**src/rtl/elevator_panel_pkg.sv**
```systemverilog
// Shared types and constants for the elevator operator panel.
package elevator_pkg;

  typedef enum logic [1:0] {
    DIR_IDLE = 2'b00,
    DIR_DOWN = 2'b01,
    DIR_UP   = 2'b10
  } dir_e;

  // Active-high segments {g,f,e,d,c,b,a}; entry i is decimal digit i.
  localparam logic [9:0][6:0] SEG_DIGIT = {
    7'h6F, 7'h7F, 7'h07, 7'h7D, 7'h6D, 7'h66, 7'h4F, 7'h5B, 7'h06, 7'h3F
  };
  localparam logic [6:0] SEG_DASH = 7'h40;

  // Floors are shown 1-based; anything outside the building shows a dash.
  function automatic logic [6:0] floor_to_seg(input int unsigned floor_val,
                                               input int unsigned n_floors);
    logic [3:0] digit;
    digit = 4'(floor_val + 1);
    if (floor_val >= n_floors || floor_val > 8) return SEG_DASH;
    return SEG_DIGIT[digit];
  endfunction

endpackage

```
**src/rtl/elevator_panel_if.sv**
```systemverilog
// Board-side bundle of the elevator panel: raw buttons, controller state, commands and lamps.
interface elevator_panel_if #(
  parameter int N = 4,
  parameter int M = 2
);
  logic [N-1:0] Btn_F;
  logic [N-2:0] Btn_U;
  logic [N-2:0] Btn_D;
  logic         Btn_open;
  logic         Btn_close;
  logic         Btn_hold;
  logic         Btn_emerg;
  logic [M-1:0] Floor;
  logic [1:0]   Direction;
  logic         Door_open;
  logic [N-1:0] F_led;
  logic [N-2:0] U_led;
  logic [N-2:0] D_led;
  logic [N-1:0] F;
  logic [N-2:0] U;
  logic [N-2:0] D;
  logic         Open;
  logic         Close;
  logic         Door_hold;
  logic         Emergency;
  logic [6:0]   Seg;
  logic         Arrow_up;
  logic         Arrow_down;
  logic         Door_lamp;
  logic         Emerg_lamp;
  logic [N-1:0] Lamp_F;
  logic [N-2:0] Lamp_U;
  logic [N-2:0] Lamp_D;

  modport master (
    output Btn_F, Btn_U, Btn_D, Btn_open, Btn_close, Btn_hold, Btn_emerg,
    output Floor, Direction, Door_open, F_led, U_led, D_led,
    input  F, U, D, Open, Close, Door_hold, Emergency,
    input  Seg, Arrow_up, Arrow_down, Door_lamp, Emerg_lamp, Lamp_F, Lamp_U, Lamp_D
  );

  modport slave (
    input  Btn_F, Btn_U, Btn_D, Btn_open, Btn_close, Btn_hold, Btn_emerg,
    input  Floor, Direction, Door_open, F_led, U_led, D_led,
    output F, U, D, Open, Close, Door_hold, Emergency,
    output Seg, Arrow_up, Arrow_down, Door_lamp, Emerg_lamp, Lamp_F, Lamp_U, Lamp_D
  );
endinterface

```
**src/rtl/elevator_panel_button_debouncer.sv**
```systemverilog
// One raw push-button: 2-flop synchroniser, stability counter, debounced level and rise pulse.
module button_debouncer #(
  parameter int Deb_cyc   = 8,
  parameter int Deb_width = 4
) (
  input  logic CLK,
  input  logic RST,
  input  logic btn_raw,
  output logic level,
  output logic rise
);

  localparam logic [Deb_width-1:0] CNT_LAST = Deb_width'(Deb_cyc - 1);

  logic                 sync1_reg, sync2_reg;
  logic                 stable_reg, stable_next, stable_d_reg;
  logic                 rise_reg;
  logic [Deb_width-1:0] cnt_reg, cnt_next;

  // The counter only runs while the input disagrees with the accepted state.
  always_comb begin
    cnt_next    = '0;
    stable_next = stable_reg;
    if (sync2_reg != stable_reg) begin
      if (cnt_reg == CNT_LAST) stable_next = sync2_reg;
      else                     cnt_next    = cnt_reg + 1'b1;
    end
  end

  always_ff @(posedge CLK or posedge RST) begin
    if (RST) begin
      sync1_reg    <= 1'b0;
      sync2_reg    <= 1'b0;
      cnt_reg      <= '0;
      stable_reg   <= 1'b0;
      stable_d_reg <= 1'b0;
      rise_reg     <= 1'b0;
    end else begin
      sync1_reg    <= btn_raw;
      sync2_reg    <= sync1_reg;
      cnt_reg      <= cnt_next;
      stable_reg   <= stable_next;
      stable_d_reg <= stable_reg;
      rise_reg     <= stable_reg & ~stable_d_reg;
    end
  end

  // Level is taken from the delayed copy so it lines up with the rise pulse.
  assign level = stable_d_reg;
  assign rise  = rise_reg;

endmodule

```
**src/rtl/elevator_panel.sv**
```systemverilog
// Operator panel front end: conditions buttons into controller commands and drives lamps/7-seg.
// Define ELEVATOR_PANEL_BLINK_EN to make the emergency lamp blink while the latch is set.
module elevator_panel
  import elevator_pkg::*;
#(
  parameter int N           = 4,
  parameter int M           = 2,
  parameter int Deb_cyc     = 8,
  parameter int Deb_width   = 4,
  parameter int Blink_cyc   = 12,
  parameter int Blink_width = 4
) (
  input logic             CLK,
  input logic             RST,
  elevator_panel_if.slave bus
);

  // All raw buttons share one debouncer array; these are the slice offsets.
  localparam int NB      = 3 * N + 2;
  localparam int U_LO    = N;
  localparam int D_LO    = 2 * N - 1;
  localparam int OPEN_I  = 3 * N - 2;
  localparam int CLOSE_I = 3 * N - 1;
  localparam int HOLD_I  = 3 * N;
  localparam int EMERG_I = 3 * N + 1;

  logic [NB-1:0] btn_raw, btn_lvl, btn_rise;
  logic [M-1:0]  floor_in;
  logic [N-1:0]  f_reg, lamp_f_reg;
  logic [N-2:0]  u_reg, d_reg, lamp_u_reg, lamp_d_reg;
  logic          open_reg, close_reg, hold_reg;
  logic          emerg_latch_reg, emerg_latch_next;
  logic [6:0]    seg_reg;
  logic          arrow_up_reg, arrow_down_reg, door_lamp_reg, emerg_lamp_reg;
  logic          unused_btn;

  assign btn_raw  = {bus.Btn_emerg, bus.Btn_hold, bus.Btn_close, bus.Btn_open,
                     bus.Btn_D, bus.Btn_U, bus.Btn_F};
  assign floor_in = bus.Floor;

  genvar gi;
  generate
    for (gi = 0; gi < NB; gi++) begin : g_btn
      button_debouncer #(
        .Deb_cyc   (Deb_cyc),
        .Deb_width (Deb_width)
      ) u_deb (
        .CLK     (CLK),
        .RST     (RST),
        .btn_raw (btn_raw[gi]),
        .level   (btn_lvl[gi]),
        .rise    (btn_rise[gi])
      );
    end
  endgenerate

  // Close must see the latch value after this cycle's emergency toggle.
  assign emerg_latch_next = emerg_latch_reg ^ btn_rise[EMERG_I];

  always_ff @(posedge CLK or posedge RST) begin
    if (RST) begin
      f_reg           <= '0;
      u_reg           <= '0;
      d_reg           <= '0;
      open_reg        <= 1'b0;
      close_reg       <= 1'b0;
      hold_reg        <= 1'b0;
      emerg_latch_reg <= 1'b0;
      seg_reg         <= '0;
      arrow_up_reg    <= 1'b0;
      arrow_down_reg  <= 1'b0;
      door_lamp_reg   <= 1'b0;
      lamp_f_reg      <= '0;
      lamp_u_reg      <= '0;
      lamp_d_reg      <= '0;
    end else begin
      f_reg           <= btn_rise[N-1:0] & ~bus.F_led;
      u_reg           <= btn_rise[D_LO-1:U_LO] & ~bus.U_led;
      d_reg           <= btn_rise[OPEN_I-1:D_LO] & ~bus.D_led;
      open_reg        <= btn_lvl[OPEN_I];
      close_reg       <= btn_lvl[CLOSE_I] & ~btn_lvl[OPEN_I] & ~emerg_latch_next;
      hold_reg        <= btn_rise[HOLD_I];
      emerg_latch_reg <= emerg_latch_next;
      seg_reg         <= floor_to_seg(32'(floor_in), 32'(N));
      arrow_up_reg    <= (bus.Direction == DIR_UP);
      arrow_down_reg  <= (bus.Direction == DIR_DOWN);
      door_lamp_reg   <= bus.Door_open;
      lamp_f_reg      <= bus.F_led;
      lamp_u_reg      <= bus.U_led;
      lamp_d_reg      <= bus.D_led;
    end
  end

`ifdef ELEVATOR_PANEL_BLINK_EN
  localparam logic [Blink_width-1:0] BLINK_LAST = Blink_width'(Blink_cyc - 1);
  logic [Blink_width-1:0] blink_cnt_reg;

  always_ff @(posedge CLK or posedge RST) begin
    if (RST) begin
      blink_cnt_reg  <= '0;
      emerg_lamp_reg <= 1'b0;
    end else if (!emerg_latch_next) begin
      blink_cnt_reg  <= '0;
      emerg_lamp_reg <= 1'b0;
    end else if (!emerg_latch_reg) begin
      blink_cnt_reg  <= '0;
      emerg_lamp_reg <= 1'b1;
    end else if (blink_cnt_reg == BLINK_LAST) begin
      blink_cnt_reg  <= '0;
      emerg_lamp_reg <= ~emerg_lamp_reg;
    end else begin
      blink_cnt_reg  <= blink_cnt_reg + 1'b1;
    end
  end
`else
  localparam int unused_blink_cfg = Blink_cyc + Blink_width;

  always_ff @(posedge CLK or posedge RST) begin
    if (RST) emerg_lamp_reg <= 1'b0;
    else     emerg_lamp_reg <= emerg_latch_next;
  end
`endif

  // Levels of pulse-type buttons and rises of level-type buttons are not needed.
  assign unused_btn = ^{btn_lvl[EMERG_I:HOLD_I], btn_lvl[OPEN_I-1:0], btn_rise[CLOSE_I:OPEN_I]};

  assign bus.F          = f_reg;
  assign bus.U          = u_reg;
  assign bus.D          = d_reg;
  assign bus.Open       = open_reg;
  assign bus.Close      = close_reg;
  assign bus.Door_hold  = hold_reg;
  assign bus.Emergency  = emerg_latch_reg;
  assign bus.Seg        = seg_reg;
  assign bus.Arrow_up   = arrow_up_reg;
  assign bus.Arrow_down = arrow_down_reg;
  assign bus.Door_lamp  = door_lamp_reg;
  assign bus.Emerg_lamp = emerg_lamp_reg;
  assign bus.Lamp_F     = lamp_f_reg;
  assign bus.Lamp_U     = lamp_u_reg;
  assign bus.Lamp_D     = lamp_d_reg;

endmodule

```
**src/flat_wrapper.sv**
```systemverilog
// flat-port wrapper written by rule: the top's interface ports become plain ports
module elevator_panel_flat import elevator_pkg::*;
#(
  parameter int N           = 4,
  parameter int M           = 2,
  parameter int Deb_cyc     = 8,
  parameter int Deb_width   = 4,
  parameter int Blink_cyc   = 12,
  parameter int Blink_width = 4
)
  (CLK, RST, bus_Btn_F, bus_Btn_U, bus_Btn_D, bus_Btn_open, bus_Btn_close, bus_Btn_hold, bus_Btn_emerg, bus_Floor, bus_Direction, bus_Door_open, bus_F_led, bus_U_led, bus_D_led, bus_F, bus_U, bus_D, bus_Open, bus_Close, bus_Door_hold, bus_Emergency, bus_Seg, bus_Arrow_up, bus_Arrow_down, bus_Door_lamp, bus_Emerg_lamp, bus_Lamp_F, bus_Lamp_U, bus_Lamp_D);
  elevator_panel_if #(.N(N), .M(M)) bus_i ();
  input logic CLK;
  input logic RST;
  input wire logic [$bits(bus_i.Btn_F)-1:0] bus_Btn_F;
  input wire logic [$bits(bus_i.Btn_U)-1:0] bus_Btn_U;
  input wire logic [$bits(bus_i.Btn_D)-1:0] bus_Btn_D;
  input wire logic [$bits(bus_i.Btn_open)-1:0] bus_Btn_open;
  input wire logic [$bits(bus_i.Btn_close)-1:0] bus_Btn_close;
  input wire logic [$bits(bus_i.Btn_hold)-1:0] bus_Btn_hold;
  input wire logic [$bits(bus_i.Btn_emerg)-1:0] bus_Btn_emerg;
  input wire logic [$bits(bus_i.Floor)-1:0] bus_Floor;
  input wire logic [$bits(bus_i.Direction)-1:0] bus_Direction;
  input wire logic [$bits(bus_i.Door_open)-1:0] bus_Door_open;
  input wire logic [$bits(bus_i.F_led)-1:0] bus_F_led;
  input wire logic [$bits(bus_i.U_led)-1:0] bus_U_led;
  input wire logic [$bits(bus_i.D_led)-1:0] bus_D_led;
  output wire logic [$bits(bus_i.F)-1:0] bus_F;
  output wire logic [$bits(bus_i.U)-1:0] bus_U;
  output wire logic [$bits(bus_i.D)-1:0] bus_D;
  output wire logic [$bits(bus_i.Open)-1:0] bus_Open;
  output wire logic [$bits(bus_i.Close)-1:0] bus_Close;
  output wire logic [$bits(bus_i.Door_hold)-1:0] bus_Door_hold;
  output wire logic [$bits(bus_i.Emergency)-1:0] bus_Emergency;
  output wire logic [$bits(bus_i.Seg)-1:0] bus_Seg;
  output wire logic [$bits(bus_i.Arrow_up)-1:0] bus_Arrow_up;
  output wire logic [$bits(bus_i.Arrow_down)-1:0] bus_Arrow_down;
  output wire logic [$bits(bus_i.Door_lamp)-1:0] bus_Door_lamp;
  output wire logic [$bits(bus_i.Emerg_lamp)-1:0] bus_Emerg_lamp;
  output wire logic [$bits(bus_i.Lamp_F)-1:0] bus_Lamp_F;
  output wire logic [$bits(bus_i.Lamp_U)-1:0] bus_Lamp_U;
  output wire logic [$bits(bus_i.Lamp_D)-1:0] bus_Lamp_D;
  assign bus_i.Btn_F = bus_Btn_F;
  assign bus_i.Btn_U = bus_Btn_U;
  assign bus_i.Btn_D = bus_Btn_D;
  assign bus_i.Btn_open = bus_Btn_open;
  assign bus_i.Btn_close = bus_Btn_close;
  assign bus_i.Btn_hold = bus_Btn_hold;
  assign bus_i.Btn_emerg = bus_Btn_emerg;
  assign bus_i.Floor = bus_Floor;
  assign bus_i.Direction = bus_Direction;
  assign bus_i.Door_open = bus_Door_open;
  assign bus_i.F_led = bus_F_led;
  assign bus_i.U_led = bus_U_led;
  assign bus_i.D_led = bus_D_led;
  assign bus_F = bus_i.F;
  assign bus_U = bus_i.U;
  assign bus_D = bus_i.D;
  assign bus_Open = bus_i.Open;
  assign bus_Close = bus_i.Close;
  assign bus_Door_hold = bus_i.Door_hold;
  assign bus_Emergency = bus_i.Emergency;
  assign bus_Seg = bus_i.Seg;
  assign bus_Arrow_up = bus_i.Arrow_up;
  assign bus_Arrow_down = bus_i.Arrow_down;
  assign bus_Door_lamp = bus_i.Door_lamp;
  assign bus_Emerg_lamp = bus_i.Emerg_lamp;
  assign bus_Lamp_F = bus_i.Lamp_F;
  assign bus_Lamp_U = bus_i.Lamp_U;
  assign bus_Lamp_D = bus_i.Lamp_D;
  elevator_panel #(.N(N), .M(M), .Deb_cyc(Deb_cyc), .Deb_width(Deb_width), .Blink_cyc(Blink_cyc), .Blink_width(Blink_width)) u_core (.CLK(CLK), .RST(RST), .bus(bus_i));
endmodule
```
**config.mk**
```make
export PLATFORM = sky130hd
export DESIGN_NAME = elevator_panel_flat
export DESIGN_NICKNAME = d
export VERILOG_FILES = /design/src/rtl/elevator_panel_pkg.sv /design/src/rtl/elevator_panel_if.sv /design/src/rtl/elevator_panel_button_debouncer.sv /design/src/rtl/elevator_panel.sv /design/src/flat_wrapper.sv
export SDC_FILE = /design/constraint.sdc
export NUM_CORES = 1
export LEC_CHECK = 0
export CORE_MARGIN = 2
export CORE_UTILIZATION = 49
export DETAILED_ROUTE_END_ITERATION = 7
export HOLD_SLACK_MARGIN = 0.05
export PLACE_DENSITY = 0.76
export SLEW_MARGIN = 15
export SYNTH_ARGS = -nofsm -noshare
export SYNTH_HDL_FRONTEND = slang
export SYNTH_SLANG_ARGS = --single-unit
```
**constraint.sdc**
```tcl
create_clock -name CLK -period 4.7 [get_ports CLK]
set_clock_uncertainty 0.2 [all_clocks]
set_input_delay 0.705 -clock CLK [delete_from_list [all_inputs] [get_ports CLK]]
set_output_delay 0.705 -clock CLK [all_outputs]
set_load 0.02 [all_outputs]
```
==> results.md, run 1 <==
* Routed Antenna Nets at 0
* Reg2reg start: u_core.g_btn[12].u_deb.cnt_reg[0]
* 1st-iter DRT viols at 131
* Slew Viols, Final at 0
* Max frequency at 0.416 GHz
* Final-stage net count at 512
* # IOs at 66
* CP max FO at 3
* Total congestion overflow at 0
* DIE AREA at 12000 sq um
* First-pass GRT wire length at 13.5 mm
* Worst reg2reg path depth at 4
* Final setup violation count at 0
* Crit-path cells: clkdlybuf4s50_1
* Clock Tree Buf Depth at 2
* Die span in x at 109 um
* Worst path max stage delay at 0.61 ns
* Cell count along the critical path at 1
* Layout fillers at 821
* Clock H-tree levels at 4
* Pleak at 3.29 nW
* Crit Path Class: register to output port
* Starting Density at 50.3%
* Unrepaired setup endpoints after global routing: no
* Syn Area/Cell at 14.5 sq um
* GPL Wtd Cong at 0.690
* Hold Path Origin: u_core.g_btn[3].u_deb.sync1_reg
* FF+latch area at 3930 sq um
* Placed cell count at 582
* Worst slew margin at 71.6%
* Vias/cell at 4.83
* Clk sinks at 157
* Vias in the first global route at 3034
* Die Y at 109 um
* Largest register FFs at 56
* Max cap viols at 0
* Rows at 38
* Seq/Total Area, Yosys at 72.1%
* Placeable Area at 10800 sq um
* Worst Tran Pin Value at 0.423 ns
* Mapped cell area at 5450 sq um
* DRC viols at 0
* R2R Setup Slk at 3.21 ns
* Ratio of cells with drive above 1 in the final layout at 10.7%
* Worst-path clk slew at 0.06 ns
* Crit path max-delay family: buffers and inverters
* Status: finished clean
* Layout area overhead at 26.8%
* Hold Path Depth at 0
* Final Cycle Share at 51.1%
* Finished Layout Cells at 615
* Crit path DAT at 1.50 ns
* Crit path from: u_core.bus.Emerg_lamp
* TritonCTS Buffers at 17
* N_diodes at 0
* Critical path startpoint category: register
* Initial antenna violation count at 0
* Detailed placement HPWL at 5.06 mm
* Setup Fix Bufs, Post-CTS at 0
* Netlist cell types at 19
* Setup_tns at 0 ns
* Total Routing Usage GR at 15.0%
* Min cycle time layout at 2.40 ns
* CP bufs+invs at 1
* DR pass1 iterations at 4
* Syn. warnings at 0
* Post_cts resized at 0
* WL per Instance at 12.7 um
* Clk_lat worst skew at 0.52 ns
* Final Hold Viols at 0
* CTS Hold Bufs at 0
* Largest net degree at the start of global routing at 59
* Buffers added on ports at 65
* Gate count after technology mapping at 377
* Synth Register Bits at 157
* Routed WL at 7.84 mm
* Area of the multi-input gates at 1490 sq um
* Power per Cell Area at 564 nW/um^2
* Worst Hold Class: register to register
* Clock root buffer master: clkbuf_8
* Slowest-stage cell, CP: clkdlybuf4s50_1
* Worst vdd ir at 0.273 mV
* Via count at 2970
* Syn Nets at 427
* CP Capture Type: output port
* Worst path required time at 3.80 ns
* CTS tree: yes
-- path summary, 6_finish.rpt --
path                                                          end
worst max-delay path                               bus_Emerg_lamp
worst min-delay path              u_core.g_btn[3].u_deb.sync2_reg
worst max register to register  u_core.g_btn[12].u_deb.stable_reg
worst min register to register    u_core.g_btn[3].u_deb.sync2_reg
max in group asynchronous                         u_core.bus.U[0]
min in group asynchronous        u_core.g_btn[8].u_deb.cnt_reg[2]
-- layout make-up --
| type | instances | share of cell area, % |
|---|---|---|
| Clock inverter | 14 | 2.32 |
| Sequential cell | 157 | 56.8 |
| Tap cell | 140 | 2.53 |
| Multi-Input combinational cell | 213 | 21.5 |
| Timing Repair Buffer | 68 | 10.3 |
| Clock buffer | 18 | 6.19 |
| Inverter | 5 | 0.326 |
-- metal layers --
metal	wire length [um]	track usage [%]
met1	3340	17.4
met4	127	8.95
met5	0	0
met2	4030	24.0
met3	347	5.45
-- cells by family (layout without fill, tap and decap cells) --
family	after synthesis	in the layout	share of synthesized area (%)
AND/OR/NAND/NOR	137	137	12.7
flip-flops	157	157	72.1
adder cells (fa/ha/maj)	19	19	4.36
XOR/XNOR	29	29	4.66
multiplexers	28	28	5.53
buffers and inverters	7	105	0.620
-- metrics by stage --
stage	utilization, %	setup slack (ns)	total power [mW]	instance area (sq um)	hold slack [ns]
3_5_place_dp	58.2	2.31	2.61	6300	0.135
5_1_grt	63.8	2.21	4.13	6910	0.155
6_report	63.8	2.30	3.90	6910	0.147
4_1_cts	63.6	2.25	3.95	6890	0.149
3_3_place_gp	58.2	2.32	2.55	6300	0.132
2_1_floorplan	-	1.81	2.36	5450	0.131
-- worst register-to-register path, stage by stage, from the launching register on --
cell	delay [ns]
dfrtp_1	0.38
ha_1	0.22
nand2_1	0.10
nor2_2	0.15
mux2_1	0.34
-- where the power goes --
part	switching, mW	internal, mW
Sequential	0.208	1.69
Clock	0.539	0.779
Combinational	0.323	0.365
-- layout by cell type, fill, tap and decap left out, types with 3 or more instances in the layout --
cell type          n
nor3_1            13
mux2i_1           14
xnor2_1           28
mux2_1            13
nor2_2            13
clkbuf_16         16
nand2_1           13
dfrtp_1          157
clkinv_4           7
inv_6              3
ha_1              19
nand3_1           14
buf_12             3
clkdlybuf4s50_1   65
nor2b_1           38
nor2_1            42
inv_1              4
-- cells in the mapped netlist --
master | instances | area (sq um)
inv_1 | 5 | 18.8
nand3_1 | 14 | 70.1
mux2_4 | 1 | 15.0
xor2_1 | 1 | 8.76
nor2b_1 | 38 | 238
nor3b_2 | 1 | 12.5
nand2b_1 | 1 | 6.26
nor3_1 | 13 | 65.1
mux2i_1 | 14 | 140
nor2_1 | 42 | 158
nand3b_1 | 1 | 7.51
ha_1 | 19 | 238
nor2_2 | 13 | 81.3
buf_4 | 2 | 15.0
xnor2_1 | 28 | 245
mux2_1 | 13 | 146
nor3b_1 | 1 | 7.51
nand2_1 | 13 | 48.8
dfrtp_1 | 157 | 3930
(Power assumes the default switching activity.)
==> run 2, diff against run 1 <==
Clock period 4.7 ns to 2.2 ns, I/O delays scaled along.
==> results.md, run 2 (synthesized netlist as in run 1, its figures left out) <==
* # IOs at 66 (unchanged)
* R2R Setup Slk at 0.71 ns (was 3.21 ns)
* WL per Instance at 13.1 um (was 12.7 um)
* Worst vdd ir at 0.679 mV (was 0.273 mV)
* DRC viols at 0 (unchanged)
* Slowest-stage cell, CP: clkdlybuf4s50_1 (unchanged)
* TritonCTS Buffers at 17 (unchanged)
* Via count at 3042 (was 2970)
* 1st-iter DRT viols at 120 (was 131)
* Crit path max-delay family: buffers and inverters (unchanged)
* Total congestion overflow at 0 (unchanged)
* CP max FO at 3 (unchanged)
* WHS at 0.0825 ns (was 0.147 ns)
* Largest net degree at the start of global routing at 39 (was 59)
* Vias in the first global route at 3335 (was 3034)
* Ratio of cells with drive above 1 in the final layout at 11.1% (was 10.7%)
* Int Power at 6.28 mW (was 2.83 mW)
* Comb pwr share at 17.6% (about the same)
* GPL Wtd Cong at 0.701 (was 0.690)
* Hold Path Origin: bus_F_led[2] (was u_core.g_btn[3].u_deb.sync1_reg)
* Detailed placement HPWL at 5.21 mm (was 5.06 mm)
* Crit path DAT at 1.52 ns (was 1.50 ns)
* Clock share of power at 35.4% (was 33.8%)
* Buffers added on ports at 65 (unchanged)
* Rows at 38 (unchanged)
* Final design instance area without fill at 7160 sq um (was 6910 sq um)
* Clock root buffer master: clkbuf_8 (unchanged)
* Pleak at 3.40 nW (was 3.29 nW)
* Final Cycle Share at 93.0%
* Cell count along the critical path at 1 (unchanged)
* Crit Reg-Reg Endpoint: u_core.g_btn[3].u_deb.stable_reg (was u_core.g_btn[12].u_deb.stable_reg)
* Worst reg2reg path depth at 4 (unchanged)
* Most frequent cells in the layout: dfrtp_1 (157), clkdlybuf4s50_1 (65), nor2_1 (42) (unchanged)
* Worst Hold Path EP: u_core.bus.Lamp_F[2] (was u_core.g_btn[3].u_deb.sync2_reg)
* Final setup violation count at 0 (unchanged)
* N_diodes at 0 (unchanged)
* Switching Fraction at 27.1% (was 27.4%)
* Unrepaired setup endpoints after global routing: no (unchanged)
* Routed Antenna Nets at 0 (unchanged)
* Clock H-tree levels at 4 (unchanged)
* Starting Density at 50.3% (unchanged)
* Pwr Total at 8.61 mW (was 3.90 mW)
* Clock Tree Buf Depth at 2 (unchanged)
* Die span in x at 109 um (unchanged)
* Total Routing Usage GR at 16.2% (was 15.0%)
* Status: finished clean (unchanged)
* Placeable Area at 10800 sq um (unchanged)
* First-pass GRT wire length at 14.6 mm (was 13.5 mm)
* Final-stage net count at 533 (was 512)
* Worst Tran Pin Value at 0.485 ns (was 0.423 ns)
* Setup Fix Bufs, Post-CTS at 0 (unchanged)
* Hold Path Depth at 1 (was 0)
* Vias/cell at 4.78 (was 4.83)
* CTS Hold Bufs at 17 (was 0)
* Commonest non-fill, non-tap cell in the layout: dfrtp_1 (unchanged)
* Routed WL at 8.32 mm (was 7.84 mm)
* Die Y at 109 um (unchanged)
* Layout fillers at 776 (was 821)
* Slew Viols, Final at 0 (unchanged)
* Initial antenna violation count at 0 (unchanged)
* Min cycle time layout at 2.05 ns
* CP bufs+invs at 1 (unchanged)
* Reg2reg start: u_core.g_btn[3].u_deb.cnt_reg[0] (was u_core.g_btn[12].u_deb.cnt_reg[0])
* CTS tree: yes (unchanged)
* Max cap viols at 0 (unchanged)
* CP Capture Type: output port (unchanged)
* Final Hold Viols at 0 (unchanged)
* Clk sinks at 157 (unchanged)
* Setup_tns at 0 ns (unchanged)
* Worst Hold Class: input pin to register (was register to register)
* Critical path startpoint category: register (unchanged)
* Worst slew margin at 67.6% (was 71.6%)
* DIE AREA at 12000 sq um (unchanged)
* Psw at 2.33 mW (was 1.07 mW)
* Post-layout util at 66.1% (was 63.8%)
* Layout area overhead at 31.5% (was 26.8%)
* Worst-path clk slew at 0.06 ns (about the same)
* Crit-path cells: clkdlybuf4s50_1 (unchanged)
* Crit Path Class: register to output port (unchanged)
* Max frequency at 0.489 GHz
* Power per Cell Area at 1200 nW/um^2 (was 564 nW/um^2)
* DR pass1 iterations at 4 (unchanged)
* Post_cts resized at 0 (unchanged)
* Placed cell area at 6370 sq um (was 6300 sq um)
* Clk_lat worst skew at 0.53 ns (was 0.52 ns)
* Largest register FFs at 56 (unchanged)
* Worst path required time at 1.67 ns (was 3.80 ns)
* Share of power burned in registers at 47.1% (was 48.6%)
* Worst path max stage delay at 0.62 ns (was 0.61 ns)
-- run 2: cell count changes in the layout (fill, tap and decap cells not counted), sizes merged --
cell | previous run | this run
clkinv | 8 | 5
clkbuf | 18 | 17
clkinvlp | 2 | 3
inv | 7 | 8
dlygate4sd3 | 0 | 17
buf | 3 | 7
bufinv | 2 | 4
-- run 2: stage by stage --
stage | worst slack [ns] | cells
after global placement | 0.648 | 587
final | 0.154 | 636
after CTS | 0.118 | 636
after global routing | 0.0965 | 636
after detailed placement | 0.620 | 587
after floorplan | -0.317 | 377
-- run 2: worst max path at each step --
stage	from	endpoint	slack (ns)
6_report	u_core.bus.Emerg_lamp	bus_Emerg_lamp	0.15
3_3_place_gp	bus_Floor[0]	u_core.bus.Seg[0]	0.65
2_1_floorplan	RST	u_core.bus.Arrow_down	-0.32
5_1_grt	u_core.bus.Emerg_lamp	bus_Emerg_lamp	0.1
4_1_cts	u_core.bus.Emerg_lamp	bus_Emerg_lamp	0.12
3_5_place_dp	bus_Floor[0]	u_core.bus.Seg[0]	0.62
-- run 2: layout make-up --
class	instances	area [sq um]	share of cell area, %
clock buffers	17	414	5.78
inverters	5	22.5	0.314
well taps	140	175	2.44
multi-input cells	213	1490	20.8
repair buffers	89	923	12.9
clock inverters	15	213	2.97
flip-flops and latches	157	3930	54.8
-- run 2: power by group through the flow --
| stage | clock [mW] | combinational [mW] | sequential, mW |
|---|---|---|---|
| global placement | 0 | 1.41 | 4.05 |
| CTS | 3.10 | 1.54 | 4.06 |
| floorplan | 0 | 0.937 | 4.10 |
| finish | 3.04 | 1.51 | 4.05 |
| global route | 3.23 | 1.70 | 4.14 |
| detailed placement | 0 | 1.49 | 4.09 |
-- run 2: routing by layer --
| layer | vias to the layer above | track usage (%) | wire, um |
|---|---|---|---|
| li1 | 1441 | - | - |
| met1 | 1537 | 17.7 | 3270 |
| met2 | 50 | 27.9 | 4430 |
| met3 | 14 | 5.33 | 413 |
| met4 | 0 | 8.95 | 201 |
| met5 | - | 0 | 0 |
